`config.mk`:
```
export PLATFORM = sky130hd
export DESIGN_NAME = pattern_stepper
export DESIGN_NICKNAME = d
export VERILOG_FILES = /design/src/rtl/pattern_stepper.sv
export SDC_FILE = /design/constraint.sdc
export NUM_CORES = 1
export LEC_CHECK = 0
export ABC_AREA = 1
export CAP_MARGIN = 20
export CORE_ASPECT_RATIO = 1.25
export CORE_UTILIZATION = 55
export DETAILED_ROUTE_END_ITERATION = 10
export PLACE_DENSITY = 0.78
export SKIP_CTS_REPAIR_TIMING = 1
export SYNTH_ARGS = -nofsm -noshare
export SYNTH_HDL_FRONTEND = slang
export SYNTH_SLANG_ARGS = --single-unit
```
`constraint.sdc`:
```
create_clock -name clk -period 2.2 [get_ports clk]
set_input_delay 0.44 -clock clk [delete_from_list [all_inputs] [get_ports clk]]
set_output_delay 0.44 -clock clk [all_outputs]
set_load 0.02 [all_outputs]
```
`src/rtl/pattern_stepper.sv`:
```
// pattern_stepper: steps a W-bit output through binary, gray, johnson or
// one-hot sequences, advanced either by an internal period timer (auto) or
// by a synchronized trigger edge (manual). All flops run on clk; steps are
// single-cycle enables.
module pattern_stepper #(
  parameter int W  = 4,
  parameter int PW = 9
) (
  input  logic          clk,
  input  logic          CR,
  input  logic          mode,
  input  logic          trigger,
  input  logic          dir,
  input  logic [1:0]    pattern,
  input  logic [PW-1:0] period,
  input  logic          pause,
  output logic [W-1:0]  data,
  output logic          step,
  output logic          wrap
);

  localparam logic [W-1:0]  L_ONE_W  = {{(W-1){1'b0}}, 1'b1};
  localparam logic [PW-1:0] L_ONE_PW = {{(PW-1){1'b0}}, 1'b1};

  logic [W-1:0]  r_data;
  logic [W-1:0]  r_idx;
  logic          r_step;
  logic          r_wrap;
  logic [1:0]    r_pat;
  logic [PW-1:0] r_timer;
  logic          r_sync1;
  logic          r_sync2;
  logic          r_sync3;

  logic          w_reload;
  logic          w_edge;
  logic          w_tick;
  logic          w_man_step;
  logic          w_step_en;
  logic [PW-1:0] w_period_m1;
  logic [W-1:0]  w_data_nxt;
  logic [W-1:0]  w_idx_nxt;
  logic [W-1:0]  w_start_cur;
  logic [W-1:0]  w_start_new;

  // Start value of the active pattern (wrap compare) and of the requested one (reload).
  always_comb begin
    w_start_cur = (r_pat   == 2'b11) ? L_ONE_W : '0;
    w_start_new = (pattern == 2'b11) ? L_ONE_W : '0;
  end

  // Step sources: timer tick in auto mode, synchronized trigger edge in manual.
  // A pending reload swallows any coincident step.
  always_comb begin
    w_reload    = (pattern != r_pat);
    w_edge      = r_sync2 & ~r_sync3;
    w_period_m1 = period - L_ONE_PW;
    w_tick      = ~mode & (period != '0) & ~pause & (r_timer >= w_period_m1);
    w_man_step  = mode & w_edge & ~pause;
    w_step_en   = (w_tick | w_man_step) & ~w_reload;
  end

  // Next value of the sequence for the currently active pattern and direction.
  always_comb begin
    w_idx_nxt  = r_idx;
    w_data_nxt = r_data;
    case (r_pat)
      2'b00: w_data_nxt = dir ? (r_data - L_ONE_W) : (r_data + L_ONE_W);
      2'b01: begin
        w_idx_nxt  = dir ? (r_idx - L_ONE_W) : (r_idx + L_ONE_W);
        w_data_nxt = w_idx_nxt ^ (w_idx_nxt >> 1);
      end
      2'b10: w_data_nxt = dir ? {~r_data[0], r_data[W-1:1]}
                              : {r_data[W-2:0], ~r_data[W-1]};
      2'b11: w_data_nxt = dir ? {r_data[0], r_data[W-1:1]}
                              : {r_data[W-2:0], r_data[W-1]};
      default: w_data_nxt = r_data;
    endcase
  end

  // Trigger synchronizer (two flops) followed by the edge-detect history flop.
  always_ff @(posedge clk or posedge CR) begin
    if (CR) begin
      r_sync1 <= 1'b0;
      r_sync2 <= 1'b0;
      r_sync3 <= 1'b0;
    end else begin
      r_sync1 <= trigger;
      r_sync2 <= r_sync1;
      r_sync3 <= r_sync2;
    end
  end

  // Period timer: counts up to period-1 then wraps; held at 0 when not auto-stepping.
  always_ff @(posedge clk or posedge CR) begin
    if (CR) begin
      r_timer <= '0;
    end else if (w_reload || mode || (period == '0)) begin
      r_timer <= '0;
    end else if (pause) begin
      r_timer <= r_timer;
    end else if (w_tick) begin
      r_timer <= '0;
    end else begin
      r_timer <= r_timer + L_ONE_PW;
    end
  end

  // Data/index/pattern-copy register with reload, step and wrap pulse generation.
  always_ff @(posedge clk or posedge CR) begin
    if (CR) begin
      r_data <= '0;
      r_idx  <= '0;
      r_pat  <= 2'b00;
      r_step <= 1'b0;
      r_wrap <= 1'b0;
    end else if (w_reload) begin
      r_pat  <= pattern;
      r_data <= w_start_new;
      r_idx  <= '0;
      r_step <= 1'b0;
      r_wrap <= 1'b0;
    end else if (w_step_en) begin
      r_data <= w_data_nxt;
      r_idx  <= w_idx_nxt;
      r_step <= 1'b1;
      r_wrap <= (w_data_nxt == w_start_cur);
    end else begin
      r_step <= 1'b0;
      r_wrap <= 1'b0;
    end
  end

  assign data = r_data;
  assign step = r_step;
  assign wrap = r_wrap;

endmodule

```
# --- After elaboration in Yosys (flattened, before gate mapping) ---
# Index checks and enable logic that the tools add are counted.
op_classes:
  add_sub_neg: 6
  n_lt_le_gt_ge: 1
  eq_ne: 7
  muxes: 19
  bitwise: 15
  n_reduce_logical: 8
ops:
  columns: ["op", "n"]
  rows:
  - ["2-to-1 mux 4 bit", 9]
  - ["2-to-1 mux 9 bit", 3]
  - ["one-hot mux 4 bit (4 select lines)", 1]
  - ["adder 9 x 1 -> 9 bit (second input constant)", 1]
  - [">= comparator 9 bit", 1]
  - ["zero test 9 bit", 1]
  - ["nonzero test 9 bit", 1]
  - ["subtractor 9 x 1 -> 9 bit (second input constant)", 1]
  - ["adder 4 x 1 -> 4 bit (second input constant)", 2]
  - ["subtractor 4 x 1 -> 4 bit (second input constant)", 2]
  - ["AND 1 bit", 7]
  - ["== test 2 bit (second input constant)", 3]
  - ["2-to-1 mux 1 bit", 6]
  - ["inverter 1 bit", 6]
  - ["== test 4 x 1 -> 1 bit", 1]
  - ["nonzero test 2 bit", 2]
  - ["bitwise XOR 4 x 3 -> 4 bit", 1]
  - ["== test 2 x 1 -> 1 bit (second input constant)", 1]
  - ["zero test 2 bit", 1]
  - ["logical OR 1 bit", 2]
  - ["inequality test 2 x 1 -> 1 bit (second input constant)", 1]
  - ["inequality test 2 bit", 1]
  - ["AND reduction 2 bit", 1]
  - ["bitwise OR 1 bit", 1]
totals:
  regBits: 24
  inputBits: 17
  out_inout_bits: 6

# --- Depth between registers and ports, before layout ---
logic_depth:
  depth_word: 8
  depth_mapped: 19
  depth_no_buf: 19

# --- Worst setup path after synthesis ---
# Ideal clock, no wire load.
synth_path:
  path_type: "in2reg"
  startpoint: "input period[0]"
  endpoint: "register r_data[1] (netlist: data[1])"
  setup_time_ns: 0.118
  t_arrival_ns: 2.190
  slack_ns: -0.108
  cell_stages: 18
  n_path_buf: 0
  path_cell_list: "inv_1 ha_1 nand2_2 nor2_4 nand2_1 xor2_1 ha_1 nand2_1 nor2_1 nand2_1 nor2_1 nor2_1 nand2_1 nand2_4 nand3_2 clkinv_1 nand2_1 nand2_1"
synth_between:
  elab_chain_cells: 7
  word_cells_on_any_way: 9
synth_lines:
  columns: ["item", "line_no", "text"]
  rows:
  - ["from (decl)", "15", "input logic [PW-1:0] period,"]
  - ["branches (longest 3 deep; another with subtractor 9 x 1 -> 9 bit)", null, null]
  - ["AND 1 bit *", "58", "w_tick = ~mode & (period != '0) & ~pause & (r_timer >= w_period_m1);"]
  - ["bitwise OR 1 bit *", "60", "w_step_en = (w_tick | w_man_step) & ~w_reload;"]
  - ["AND 1 bit *", "60", null]
  - ["nonzero test 2 bit (no source line) *", null, null]
  - ["to (signal assigned)", "119", "r_data <= w_start_new;"]
  - ["to (signal assigned)", "124", "r_data <= w_data_nxt;"]
  - ["to (decl)", "25", "logic [W-1:0] r_data;"]
# Mark *: on every way between the ends.
# A chain may end at the register's enable or synchronous reset.

# --- Worst setup path in the final report ---
layout_path:
  startpoint: "input period[0]"
  endpoint: "register r_idx[3]"
layout_between:
  elab_chain_cells: 8
  word_cells_on_any_way: 10
layout_lines:
  columns: ["item", "line_no", "text"]
  rows:
  - ["branches (longest 3 deep; another with subtractor 9 x 1 -> 9 bit)", null, null]
  - ["AND 1 bit *", "58", null]
  - ["bitwise OR 1 bit *", "60", null]
  - ["AND 1 bit *", "60", null]
  - ["nonzero test 2 bit (no source line) *", null, null]
  - ["AND reduction 2 bit (no source line) *", null, null]
  - ["to (signal assigned)", "125", "r_idx <= w_idx_nxt;"]
  - ["to (decl)", "26", "logic [W-1:0] r_idx;"]
# Marked as above.

==> results.txt <==
GPL Wtd Cong: 0.8716
Worst Reg-to-Reg Cells: 10
yosys warns: 0
final number of setup-violating endpoints: 8
critical path fanouts, max: 6
die width: 56.50 µm
layout cells sized above 1: 25.15%
via count: 1978
Final Hold Slack: 366.7 ps
# diodes: 0
metal3 WL: 111 µm
violated checks: negative setup slack
Met1 Wirelength: 1764 µm
DP Worst Slack: -821.7 ps
Num CTS Buffers: 3
sw power: 0.3039 mW
leakage: 1.418 nW
CP max stage cell: ha_1
global-route wire length before repair: 7486 µm
Die Ht: 70.13 µm
status: finished with violations
initial antenna violation count: 0
core region area: 3513 µm²
Sequential Power Share: 46.4%
DRC viols: 0
switching power share of the total: 30.36%
final wirelength: 4687 µm
Slew Limit Headroom: 68.04%
Setup Skew: 2.130 ps
max-slew violation count: 0
Via density: 5.419
DR pass1 iterations: 4
register area share after synthesis: 29.41%
Clock Sinks: 24
post-synthesis instance area: 2042 µm²
grt ovf: 0
Area growth syn-to-layout: 32.48%
worst slew pin tran: 479.4 ps
Syn Nets: 313
cell area power density: 370.1 nW/µm²
Final ANT Viol Nets: 0
most common cell after layout, fill and taps aside: nand2_1
H-tree depth: 1
Final Cell Area: 2705 µm²
setup TNS: -259.9 ps
CTS tree: built
worst path arrival time: 2410 ps
fin worst setup slack: -55.48 ps
RSZ-0062 raised after global routing: true
worst hold path class: flop to flop
DP Area: 2460 µm²
Crit. End Element: flop
top sig layer: met4
Final Cycle Share: 102.5%
shortest period the worst path allows: 2255 ps
pin count of the biggest net entering global routing: 25
row count: 24
Clk pin slew, worst setup/hold paths: 80 ps
fill count: 264
Setup crit start kind: primary input
peak supply drop: 0.0003203 V
Max-Cap Viols: 0
most frequent cells in the layout: nand2_1 (66), inv_1 (36), nand3_1 (24), dfrtp_1 (24), buf_4 (23)
clock latency on the worst-skew pair: 260 ps
Clk Tree Root Cell: clkbuf_8
hpwl dp: 3550 µm
Clk pwr share: 25.4%
Fin. Hold Viols: 0
I/O Pins: 23
crit path launch: period[0]
DR WL/cell: 12.84 µm
Initial Util: 58.12%
Power Internal: 0.6972 mW
full die area: 3962 µm²
hold path cells: 0
vias in the first global route: 1871
f_max: 443.4 MHz
DR WL met2: 2722 µm
Synth cell types: 36
Tot GR Track Use: 23.74%
clock buffer depth: 2
worst setup path class: primary input to flop
Mean Syn Cell Area: 7.319 µm²
Worst EP required: 2360 ps
Nets: 362
CP max stage delay: 310 ps
port buffer count: 22
Synth Instances: 279
Initial DRC Count: 36
CP cell instances: buf_8 -> inv_8 -> ha_4 -> nand2_4 -> nor2_4 -> nand2_1 -> xor2_1 -> ha_1 -> nand2_2 -> nor2_2 -> nand2_1 -> nor2_2 -> nor2_2 -> nand2_2 -> nand2_8 -> nand2_8 -> nand2_8 -> nand3_1 -> nand2_1
worst r2r src: r_idx[0]$_DFFE_PP0P_
Min-Delay Startpoint: r_sync1$_DFF_PP0_
Gate power share: 28.2%
register bit count reported by yosys: 24
[flip-flops by register name, indices dropped and copies added (netlist names)]
name and flops:
r_sync1 1, r_pat 2, data 4, r_sync3 1, r_timer 9, step 1
wrap 1, r_idx 4, r_sync2 1
[per-stage QoR]
stage,cells,utilization [%],total power [mW]
floorplan,279,-,0.6306
global placement,354,70.01,0.7260
detailed placement,354,70.01,0.7317
CTS,357,71.19,0.9795
global route,365,76.99,1.052
finish,365,76.99,1.001
[critical path: cells and delay by family]
kind | cells | cell delay [ps]
XOR/XNOR | 1 | 140
buffers and inverters | 2 | 150
adder cells (fa/ha/maj) | 2 | 450
AND/OR/NAND/NOR | 14 | 1200
[worst paths after layout]
check                                          to  slack [ps]
max in group asynchronous    r_idx[2]$_DFFE_PP0P_        1450
hold reg to reg                 r_sync2$_DFF_PP0_         370
min in group asynchronous  r_timer[7]$_DFFE_PP0P_         520
setup / recovery             r_idx[3]$_DFFE_PP0P_         -60
setup reg to reg                   wrap$_DFF_PP0_         350
hold / removal                  r_sync2$_DFF_PP0_         370
[cells by family after synthesis]
group           synth area share [%]
compound gates                 6.250
fa+ha+maj                      11.15
xor+xnor                       6.373
flops                          29.41
buf+inv                        10.60
simple gates                   36.21
[cell usage after synthesis]
| master | instances | area, µm² |
|---|---|---|
| inv_1 | 40 | 150.1 |
| nand4_1 | 10 | 62.56 |
| nand3b_1 | 2 | 15.01 |
| nor2_8 | 1 | 20.02 |
| nand3_4 | 1 | 17.52 |
| buf_6 | 2 | 22.52 |
| inv_2 | 3 | 11.26 |
| nor2_1 | 19 | 71.32 |
| nand2_8 | 1 | 20.02 |
| xor2_1 | 9 | 78.83 |
| o21ai_2 | 1 | 8.760 |
| nor3_1 | 2 | 10.01 |
| o2111ai_1 | 1 | 8.760 |
| o21ai_1 | 3 | 15.01 |
| nand2_2 | 2 | 12.51 |
| o21bai_1 | 1 | 7.510 |
| clkinv_1 | 2 | 7.510 |
| o22ai_1 | 2 | 12.51 |
| nand2_1 | 75 | 281.5 |
| dfrtp_1 | 24 | 600.6 |
| a21oi_1 | 8 | 40.04 |
| inv_4 | 2 | 12.51 |
| ha_1 | 15 | 187.7 |
| nor2_4 | 1 | 11.26 |
| clkbuf_1 | 2 | 7.510 |
| nand3_2 | 2 | 20.02 |
| fa_1 | 2 | 40.04 |
| nand2_4 | 3 | 33.78 |
| o21ai_0 | 3 | 15.01 |
| buf_2 | 1 | 5.000 |
| nor2_2 | 3 | 18.77 |
| xnor2_2 | 1 | 16.27 |
| o21bai_2 | 1 | 11.26 |
| nand3_1 | 29 | 145.1 |
| o311ai_0 | 1 | 8.760 |
| xnor2_1 | 4 | 35.03 |
[power by group through the flow]
stage | Combinational, mW | Sequential, mW | Clock, mW
floorplan | 0.160 | 0.471 | 0
global placement | 0.253 | 0.473 | 0
detailed placement | 0.259 | 0.473 | 0
CTS | 0.260 | 0.464 | 0.255
global route | 0.314 | 0.466 | 0.271
finish | 0.283 | 0.465 | 0.254
[per-layer routing]
layer | up-vias | GRT usage [%]
met2 | 39 | 48.37
met1 | 938 | 24.58
met4 | 0 | 7.588
met3 | 9 | 1.667
li1 | 992 | -
met5 | - | 0
[layout make-up]
| cell class | count | area (µm²) | area share, % |
|---|---|---|---|
| well taps | 39 | 48.80 | 1.804 |
| flip-flops and latches | 24 | 600.6 | 22.20 |
| repair buffers | 47 | 429.2 | 15.86 |
| inverters | 47 | 203.9 | 7.539 |
| clock buffers | 3 | 41.29 | 1.526 |
| multi-input cells | 205 | 1381 | 51.06 |
No activity file was read; power rests on OpenSTA's default activity.
